===== src/rtl/tlc_supervisor.sv =====
// Traffic-light controller supervisor: button debounce, pedestrian request handshake,
// conflict/watchdog monitoring and controller reset sequencing. Watchdog built only with TLC_SUP_WATCHDOG_EN.
module tlc_supervisor #(
  parameter int unsigned DB_CYCLES  = 3,
  parameter int unsigned RST_CYCLES = 4,
  parameter int unsigned WD_LIMIT   = 16
) (
  input  logic       CLK,
  input  logic       reset,
  input  logic       btn_a,
  input  logic       btn_b,
  input  logic [2:0] L_A,
  input  logic [2:0] L_B,
  input  logic       RA,
  input  logic       RB,
  input  logic       clr_err,
  output logic       PA,
  output logic       PB,
  output logic       ERR,
  output logic       tlc_reset,
  output logic [1:0] fault_code
);

  localparam logic [2:0] GREEN = 3'b110;
  localparam logic [2:0] RED   = 3'b011;
  localparam int unsigned DBW  = $clog2(DB_CYCLES + 1);
  localparam int unsigned RCW  = $clog2(RST_CYCLES + 1);

  typedef enum logic [1:0] {INIT, RUN, FAULT, RECOVER} state_t;

  state_t         state;
  logic [RCW-1:0] rst_cnt;
  logic [DBW-1:0] db_a;
  logic [DBW-1:0] db_b;
  logic           conflict;
  logic           wd_hit;
  logic           acc_a;
  logic           acc_b;

  assign conflict = (L_A == GREEN && L_B != RED) || (L_B == GREEN && L_A != RED);

  // Acceptance is the cycle whose closing edge takes the counter to DB_CYCLES;
  // the counter then saturates so a held button is accepted only once.
  assign acc_a = btn_a && (db_a == DBW'(DB_CYCLES - 1));
  assign acc_b = btn_b && (db_b == DBW'(DB_CYCLES - 1));

`ifdef TLC_SUP_WATCHDOG_EN
  localparam int unsigned WDW = $clog2(WD_LIMIT + 1);

  logic [5:0]     prev_l;
  logic [WDW-1:0] wd_cnt;
  logic           lights_changed;

  assign lights_changed = ({L_A, L_B} != prev_l);
  assign wd_hit         = !lights_changed && (wd_cnt == WDW'(WD_LIMIT - 1));

  always_ff @(posedge CLK) begin
    prev_l <= {L_A, L_B};
    if (reset || state != RUN || lights_changed || wd_hit)
      wd_cnt <= '0;
    else
      wd_cnt <= wd_cnt + 1'b1;
  end
`else
  // Watchdog compiled out: WD_LIMIT has no effect in this build.
  assign wd_hit = 1'b0 && (WD_LIMIT != 0);
`endif

  always_ff @(posedge CLK) begin
    if (reset) begin
      state      <= INIT;
      rst_cnt    <= '0;
      tlc_reset  <= 1'b1;
      ERR        <= 1'b0;
      fault_code <= '0;
      PA         <= 1'b0;
      PB         <= 1'b0;
      db_a       <= '0;
      db_b       <= '0;
    end else begin
      if (!btn_a)
        db_a <= '0;
      else if (db_a != DBW'(DB_CYCLES))
        db_a <= db_a + 1'b1;
      if (!btn_b)
        db_b <= '0;
      else if (db_b != DBW'(DB_CYCLES))
        db_b <= db_b + 1'b1;

      case (state)
        INIT, RECOVER: begin
          if (rst_cnt == RCW'(RST_CYCLES - 1)) begin
            state     <= RUN;
            tlc_reset <= 1'b0;
            rst_cnt   <= '0;
          end else begin
            rst_cnt <= rst_cnt + 1'b1;
          end
        end
        RUN: begin
          if (conflict || wd_hit) begin
            state      <= FAULT;
            ERR        <= 1'b1;
            fault_code <= fault_code | {wd_hit, conflict};
            PA         <= 1'b0;
            PB         <= 1'b0;
            db_a       <= '0;
            db_b       <= '0;
          end else begin
            // A fresh acceptance wins over a same-cycle acknowledgement.
            PA <= acc_a || (PA && !RA);
            PB <= acc_b || (PB && !RB);
          end
        end
        FAULT: begin
          if (clr_err) begin
            state      <= RECOVER;
            rst_cnt    <= '0;
            tlc_reset  <= 1'b1;
            ERR        <= 1'b0;
            fault_code <= '0;
            db_a       <= '0;
            db_b       <= '0;
          end
        end
        default: state <= INIT;
      endcase
    end
  end

endmodule


===== config.mk =====
export PLATFORM = sky130hd
export DESIGN_NAME = tlc_supervisor
export DESIGN_NICKNAME = d
export VERILOG_FILES = /design/src/rtl/tlc_supervisor.sv
export SDC_FILE = /design/constraint.sdc
export NUM_CORES = 1
export LEC_CHECK = 0
export CAP_MARGIN = 10
export CORE_MARGIN = 1.5
export CORE_UTILIZATION = 50
export DETAILED_ROUTE_END_ITERATION = 8
export PLACE_DENSITY = 0.86
export SLEW_MARGIN = 20
export SYNTH_ARGS = -nofsm -noshare
export SYNTH_HDL_FRONTEND = slang
export SYNTH_SLANG_ARGS = --single-unit

===== constraint.sdc =====
create_clock -name CLK -period 4.15 [get_ports CLK]
set_input_delay 0.83 -clock CLK [delete_from_list [all_inputs] [get_ports CLK]]
set_output_delay 0.83 -clock CLK [all_outputs]
set_load 0.02 [all_outputs]

# Yosys cells after proc, flatten, opt, wreduce, memory -nomap -nowiden
# Cells that the tools add are included.
dict set report word_totals {
  elab_cells 75
  out_inout_bits 6
  ff_bits 15
  in_bits 13
}
dict set report classes {
  eq_ne 15
  bitwise_logic 1
  reduce_logical 19
  mux 28
  addsub 3
}
# cell count
set op_table {}
lappend op_table {{2-bit two-way mux} 13}
lappend op_table {{2-bit one-hot mux with 2 select lines} 3}
lappend op_table {{2-bit != test, second input constant} 5}
lappend op_table {{3-bit AND reduction} 3}
lappend op_table {{2-bit == test, second input constant} 4}
lappend op_table {{3-bit == test, second input constant} 2}
lappend op_table {{1-bit logical AND} 6}
lappend op_table {{1-bit two-way mux} 6}
lappend op_table {{3-bit two-way mux} 2}
lappend op_table {{3-bit by 2-bit != test with 1-bit output, second input constant} 2}
lappend op_table {{2-bit one-hot mux with 3 select lines} 1}
lappend op_table {{3-bit one-hot mux with 2 select lines} 1}
lappend op_table {{2-bit by 1-bit adder with 2-bit output, second input constant} 2}
lappend op_table {{1-bit one-hot mux with 2 select lines} 2}
lappend op_table {{2-bit nonzero test} 2}
lappend op_table {{3-bit by 1-bit adder with 3-bit output, second input constant} 1}
lappend op_table {{3-bit by 2-bit == test with 1-bit output, second input constant} 1}
lappend op_table {{1-bit logical OR} 3}
lappend op_table {{2-bit by 1-bit == test with 1-bit output, second input constant} 1}
lappend op_table {{1-bit zero test} 2}
lappend op_table {{2-bit zero test} 1}
lappend op_table {{2-bit by 1-bit bitwise OR with 2-bit output} 1}
lappend op_table {{2-bit AND reduction} 1}
lappend op_table {{2-bit OR reduction} 1}

# Longest topological paths before layout
# Gate-level depths: netlist of the first run.
dict set report logic_depth {
  ltp_word 6
  ltp_mapped 7
  depth_no_buf 6
}

# Worst setup path after synthesis of the first run
# OpenSTA, ideal clock, no wires.
dict set report synth_timing {
  path_kind {input -> register}
  start {input port L_A[1]}
  end {register state[0]}
  setup_ns 0.123
  arrival_time_ns 1.750
  required_time_ns 4.027
  path_buffers 0
  stages 4
  slack_ns 2.277
  cell_sequence {nor2b_1 -> o32a_4 -> a21boi_2 -> mux2_1}
}
dict set report synth_between {
  elab_chain_cells 5
  word_cells_on_any_way 7
  classes_between {eq/ne (3); reduce/logical (4)}
}
# element line_no
set synth_lines {}
lappend synth_lines {{start: declaration} 12} ;# input logic [2:0] L_A,
lappend synth_lines {{3-bit == test or 3-bit by 2-bit != test with 1-bit output (tied branches)} 40} ;# assign conflict = (L_A == GREEN && L_B != RED) || (L_B == GREEN && L_A != RED);
lappend synth_lines {{1-bit logical AND} 40}
lappend synth_lines {{1-bit logical OR *} 40}
lappend synth_lines {{2-bit != test (no line) *} --}
lappend synth_lines {{3-bit AND reduction (no line) *} --}
lappend synth_lines {{end signal: assignment} 71} ;# state <= INIT;
lappend synth_lines {{end signal: assignment} 93} ;# state <= RUN;
lappend synth_lines {{end signal: assignment} 102} ;# state <= FAULT;
lappend synth_lines {{end: declaration} 31} ;# state_t state;
# Mark *: on every way between the ends. The rest lies on a longest branch, timed or not.
# A chain may end at the register's enable or synchronous reset.

# Final worst setup path of the first run
dict set report layout_timing {
  start {input port clr_err}
  end {register state[0]}
}
dict set report layout_between {
  elab_chain_cells 2
}
# element line_no
set layout_lines {}
lappend layout_lines {{start: declaration} 16} ;# input logic clr_err,
lappend layout_lines {{2-bit != test (no line)} --}
lappend layout_lines {{3-bit AND reduction (no line)} --}
# Every way passes these cells.

==> summary.txt, run 1 <==
Run status
  • Outcome: finished clean

Placed design
  • RD Place Congestion: 0.7626
  • Placed instance count: 116
  • Port Buffer Count: 17
  • Post-DP HPWL: 1282 um

Worst setup path
  • Worst path slowest cell: clkdlybuf4s50_1
  • CP max FO: 4
  • Crit-path cells: clkdlybuf4s50_1, and2b_4, a21oi_1, a21boi_2, mux2_1
  • R2r worst-path depth: 6
  • Data required time of the critical path: 4.32 ns
  • RR Endpoint: state[0]$_SDFFE_PP0P_
  • Crit path capture: state[0]$_SDFFE_PP0P_
  • Crit path depth: 5
  • Crit end category: register
  • CP arrival: 2.35 ns
  • Crit path buffers/inverters: 1
  • Crit path kind: in -> reg
  • Register-to-register setup slack: 2.29 ns
  • Max incr delay on CP: 0.52 ns
  • Critical path's top delay family: buffers and inverters
  • CP Launch Point: clr_err
  • Crit start category: input port
  • Reg2reg start: state[0]$_SDFFE_PP0P_

STA
  • Final min period: 2.174 ns
  • RSZ-0062 raised after global routing: no
  • Crit share post-route: 0.5240
  • Fin. Hold Viols: 0
  • Slew Limit Fails: 0
  • Max Clock Skew: 0.005099 ns
  • Fmax: 0.4599 GHz
  • Setup violators final: 0
  • Fin Setup TNS: 0 ns

Floorplan
  • Die width: 42.77 um
  • I/O pin cnt: 19
  • Die Y-Extent: 42.77 um
  • Core area: 1489 um^2
  • Initial Util: 0.5311
  • Die area: 1829 um^2
  • # rows: 14

Detailed routing
  • Routed WL: 1635 um
  • Wire per inst: 13.63 um
  • Final ANT Viol Nets: 0
  • Vias: 689
  • DR vias/cell: 5.742
  • Pre-Repair DR Iteration Count: 4
  • Drt first-iter violations: 12
  • # DRC: 0

Clock tree
  • CTS max path bufs: 2
  • Root buffer cell: clkbuf_4
  • Htree depth: 1
  • Setup Buffers After CTS: 0
  • Clock buffer count from CTS: 3
  • Clk_lat worst skew: 0.29 ns
  • CTS sink cnt: 14
  • TritonCTS clock tree: yes
  • Clock Pin Slew Worst Setup and Hold Paths: 0.08 ns
  • CTS Hold Bufs: 0
  • # resized after CTS: 0

Global route
  • GRT Total Usage: 0.2074
  • GR Overflow Total: 0
  • Initial antenna violation count: 0
  • First-pass GRT wire length: 2794 um
  • Vias in the first global route: 669
  • Largest net degree at the start of global routing: 16

Synth
  • Synth async-reset ratio: 0
  • Synthesized instance count: 86
  • Leading area contributor after synthesis: dfxtp_1
  • Synthesized flop and latch total: 14
  • Avg Inst Size Synth: 9.195 um^2
  • Top post-synthesis cells by count: dfxtp_1 (14), nand2_1 (8), nor2_1 (6), nor2b_1 (6), inv_1 (5)
  • EDFF count, synth: 0
  • Cell variety after synth: 38
  • Net Count, Synth: 103
  • Yosys warns: 0
  • Sequential share of the synthesized area: 0.3544
  • Most common cell in the netlist: dfxtp_1
  • Top cell type's share of synthesized area: 0.3544
  • Synth area leaders: dfxtp_1 (35%), ha_1 (6.3%), nor2b_1 (4.7%)
  • Mapped cell area: 790.8 um^2
  • Synth Flop Type: dfxtp_1

Final layout
  • Finished Layout Cells: 120
  • Area growth syn-to-layout: 26.58%
  • Number of diodes: 0
  • Sequential cell area: 280.3 um^2
  • Fillers: 130
  • Net count, final: 122
  • Multi-input logic area: 475.5 um^2
  • Layout cell share with drive strength beyond 1: 0.07692

Pwr
  • LEAKAGE: 0.3632 nW
  • Peak VDD IR: 304.8 uV
  • Power per Cell Area: 512.3 nW/um^2

Worst hold path
  • Worst Hold Class: reg -> reg
  • HP Start: rst_cnt[2]$_SDFFE_PP0P_

Run
  • Max Cap Viol: 0
-- state kept, by name (all words and copies together), names as in the netlist --
register,count
PA,1
ERR,1
rst_cnt,3
fault_code,1
tlc_reset,1
db_b,2
PB,1
db_a,2
state,2
-- logic make-up after synthesis --
family,share of synthesized area
AO/OA/AOI/OAI,0.2611
adder cells (fa/ha/maj),0.06329
buffers and inverters,0.04430
flip-flops,0.3544
multiplexers,0.01424
other,0.004742
AND/OR/NAND/NOR,0.2579
-- worst min path at each step --
stage | end | slack [ns] | cells after the start
final | rst_cnt[2]$_SDFFE_PP0P_ | 0.46 | 1
after global routing | rst_cnt[2]$_SDFFE_PP0P_ | 0.47 | 1
after CTS | rst_cnt[2]$_SDFFE_PP0P_ | 0.46 | 1
after detailed placement | rst_cnt[2]$_SDFFE_PP0P_ | 0.45 | 1
after global placement | rst_cnt[2]$_SDFFE_PP0P_ | 0.46 | 1
after floorplan | rst_cnt[2]$_SDFFE_PP0P_ | 0.44 | 1
-- layout by cell type, fill, tap and decap left out, drive strengths merged --
cell and count:
a221o 1, ha 4, nand2 8, nor2b 6
inv 5, clkbuf 4, nor3b 1, nand3b 1
nand4b 2, o32ai 1, or2 1, o211a 1
or3 2, nor3 1, mux2 1, nand2b 2
conb 1, o21a 1, o31a 2, dfxtp 14
o32a 1, nor2 6, o22ai 1, o2bb2ai 2
a31oi 1, a211oi 1, o311ai 2, o31ai 1
a22oi 1, and2b 1, nor4b 4, a21oi 3
o21ai 1, o22a 1, clkdlybuf4s50 17, a21boi 2
-- metal layers --
layer / routed length [um] / global-route usage / vias to the layer above / share of wire
met2: 851 / 0.3576 / 11 / 0.52
met1: 709 / 0.2381 / 326 / 0.43
met5: 0 / 0 / - / 0
met3: 55 / 0.05106 / 2 / 0.034
met4: 19 / 0.09375 / 0 / 0.012
li1: - / - / 350 / -
-- metrics by stage --
stage	power, mW	cell area (um^2)	hold slack [ns]	util	setup WS [ns]
3_3_place_gp	0.4041	964.7	0.4562	0.6479	1.733
4_1_cts	0.5176	1001	0.4616	0.6723	1.974
6_report	0.5128	1001	0.4592	0.6723	1.976
3_5_place_dp	0.4180	964.7	0.4497	0.6479	1.678
2_1_floorplan	0.3537	790.8	0.4398	-	2.277
5_1_grt	0.5506	1001	0.4707	0.6723	1.894
-- worst reg2reg max path: cells and delay by family, from the launching register on --
kind / cells / cell delay, ns
AO/OA/AOI/OAI: 2 / 0.44
flip-flops: 1 / 0.37
multiplexers: 1 / 0.34
adder cells (fa/ha/maj): 1 / 0.31
AND/OR/NAND/NOR: 1 / 0.23
buffers and inverters: 1 / 0.07
-- power breakdown --
part	internal, mW	switching (mW)
Combinational	0.112	0.116
Sequential	0.165	0.0203
Clock	0.0534	0.0461
-- final cells by class --
class / count / share of cell area
tap: 16 / 0.02000
multi-input combinational: 64 / 0.4750
timing repair buffer: 17 / 0.1700
clock buffer: 4 / 0.03625
inverter: 5 / 0.01875
sequential: 14 / 0.2800
(Power assumes the default switching activity.)
==> run 2: changes to the inputs <==
CORE_UTILIZATION = 43   (was 50)
PLACE_DENSITY = 0.8   (was 0.86)
clock period = 1.9 ns   (was 4.15 ns; I/O delays follow)
==> run 2 against run 1 <==
- sequential cell count did not move
- via count rose by 3.8%
- sequential power rose by 120%
- clock skew fell by 0.0036 ns
- design area rose by 8.6%
- critical path type unchanged
- largest power group unchanged
==> summary.txt, run 2 (synthesis gave the netlist of run 1 again) <==
Run status
  • Outcome: finished clean

Worst setup path
  • CP Launch Point: L_B[2]
  • R2r worst-path depth: 6
  • Max incr delay on CP: 0.51 ns
  • Crit path capture: state[0]$_SDFFE_PP0P_
  • Crit start category: input port
  • Crit path buffers/inverters: 1
  • Crit path kind: in -> reg
  • Data required time of the critical path: 2.07 ns
  • CP max FO: 3
  • RR Endpoint: state[0]$_SDFFE_PP0P_
  • Worst path slowest cell: clkdlybuf4s50_1
  • CP arrival: 1.88 ns
  • Crit-path cells: clkdlybuf4s50_1, nand2_1, o32a_4, a21boi_2, mux2_1
  • Register-to-register setup slack: 0.23 ns
  • Reg2reg start: state[0]$_SDFFE_PP0P_
  • Crit path depth: 5
  • Critical path's top delay family: compound AO/OA/AOI/OAI gates
  • Crit end category: register

Detailed routing
  • # DRC: 0
  • Drt first-iter violations: 11
  • Routed WL: 1756 um
  • Pre-Repair DR Iteration Count: 4
  • DR vias/cell: 5.144
  • Final ANT Viol Nets: 0
  • Wire per inst: 12.63 um
  • Vias: 715

STA
  • Fin. Hold Viols: 0
  • RSZ-0062 raised after global routing: no
  • Setup violators final: 0
  • Worst Slack Setup Final: 0.1858 ns
  • Crit share post-route: 0.9022
  • Final min period: 1.714 ns
  • Max Clock Skew: 0.001490 ns
  • Fmax: 0.5834 GHz
  • Slew Limit Fails: 0

Global route
  • GRT Total Usage: 0.1987
  • Vias in the first global route: 684
  • First-pass GRT wire length: 2939 um
  • GR Overflow Total: 0
  • Initial antenna violation count: 0
  • Largest net degree at the start of global routing: 10

Clock tree
  • Clock Pin Slew Worst Setup and Hold Paths: 0.08 ns
  • Clock buffer count from CTS: 3
  • Setup Buffers After CTS: 0
  • # resized after CTS: 0
  • CTS sink cnt: 14
  • CTS max path bufs: 2
  • TritonCTS clock tree: yes
  • Clk_lat worst skew: 0.28 ns
  • Root buffer cell: clkbuf_4
  • CTS Hold Bufs: 0
  • Htree depth: 1

Pwr
  • LEAKAGE: 0.4120 nW
  • Peak VDD IR: 730.8 uV
  • Total chip power: 1.179 mW
  • Power per Cell Area: 1085 nW/um^2

Floorplan
  • I/O pin cnt: 19
  • Die Y-Extent: 45.89 um
  • Die width: 45.89 um
  • Initial Util: 0.4580
  • # rows: 15
  • Die area: 2105 um^2
  • Core area: 1727 um^2

Final layout
  • Most frequent cells in the layout: clkdlybuf4s50_1 (17), dfxtp_1 (14), buf_4 (10), nand2_1 (8)
  • Final core utilization: 0.6297
  • Largest Register: rst_cnt
  • Fin area: 1087 um^2
  • Layout cell share with drive strength beyond 1: 0.1579
  • Number of diodes: 0
  • Finished Layout Cells: 139
  • Area growth syn-to-layout: 37.50%
  • Net count, final: 132
  • Max reg flops: 3
  • Commonest non-fill, non-tap cell in the layout: clkdlybuf4s50_1

Run
  • Max Cap Viol: 0

Worst hold path
  • Worst Hold Class: reg -> reg

Placed design
  • Placed instance count: 135
  • Post-DP HPWL: 1409 um
  • RD Place Congestion: 0.8094
  • Placed cell area: 1051 um^2
  • Worst Setup Slack post-DPL: -0.1031 ns
  • Port Buffer Count: 17
[run 2: how the worst min path moves through the flow]
stage / to / cells past startpoint / slack (ns) / startpoint
floorplan: rst_cnt[2]$_SDFFE_PP0P_ / 1 / 0.44 / rst_cnt[2]$_SDFFE_PP0P_
global placement: rst_cnt[2]$_SDFFE_PP0P_ / 1 / 0.45 / rst_cnt[2]$_SDFFE_PP0P_
detailed placement: rst_cnt[2]$_SDFFE_PP0P_ / 1 / 0.45 / rst_cnt[2]$_SDFFE_PP0P_
CTS: rst_cnt[2]$_SDFFE_PP0P_ / 1 / 0.46 / rst_cnt[2]$_SDFFE_PP0P_
global route: rst_cnt[2]$_SDFFE_PP0P_ / 1 / 0.48 / rst_cnt[2]$_SDFFE_PP0P_
finish: rst_cnt[2]$_SDFFE_PP0P_ / 1 / 0.46 / rst_cnt[2]$_SDFFE_PP0P_
[run 2: report_power, final]
group / switching, mW / internal (mW) / total [mW]
Sequential: 0.0469 / 0.361 / 0.408
Combinational: 0.265 / 0.295 / 0.561
Clock: 0.0945 / 0.117 / 0.211
[run 2: cell type report]
class	count	area [um^2]
Fill cell	153	639.4
Multi-Input combinational cell	64	475.5
Sequential cell	14	280.3
Timing Repair Buffer	27	245.2
Clock buffer	4	36.28
Tap cell	25	31.28
Inverter	5	18.77
[run 2: stage by stage]
step	setup TNS (ns)	hold slack (ns)
after detailed placement	-0.3107	0.4492
after global placement	-0.04851	0.4465
after floorplan	0	0.4398
final	0	0.4607
after global routing	0	0.4767
after CTS	0	0.4609
[run 2: per-layer routing]
layer	track usage	part of all wire	vias up
met1	0.2139	0.43	332
met3	0.07143	0.044	2
met2	0.3694	0.52	13
met5	0	0	-
met4	0.03429	0.0063	0
li1	-	-	368
==> run 3: changes to the inputs <==
GPL_ROUTABILITY_DRIVEN = 0   (was not set)
SLEW_MARGIN = not set   (was 20)
==> results of run 3 <==
The final DEF is identical to that of run 2; final timing and power are the same.
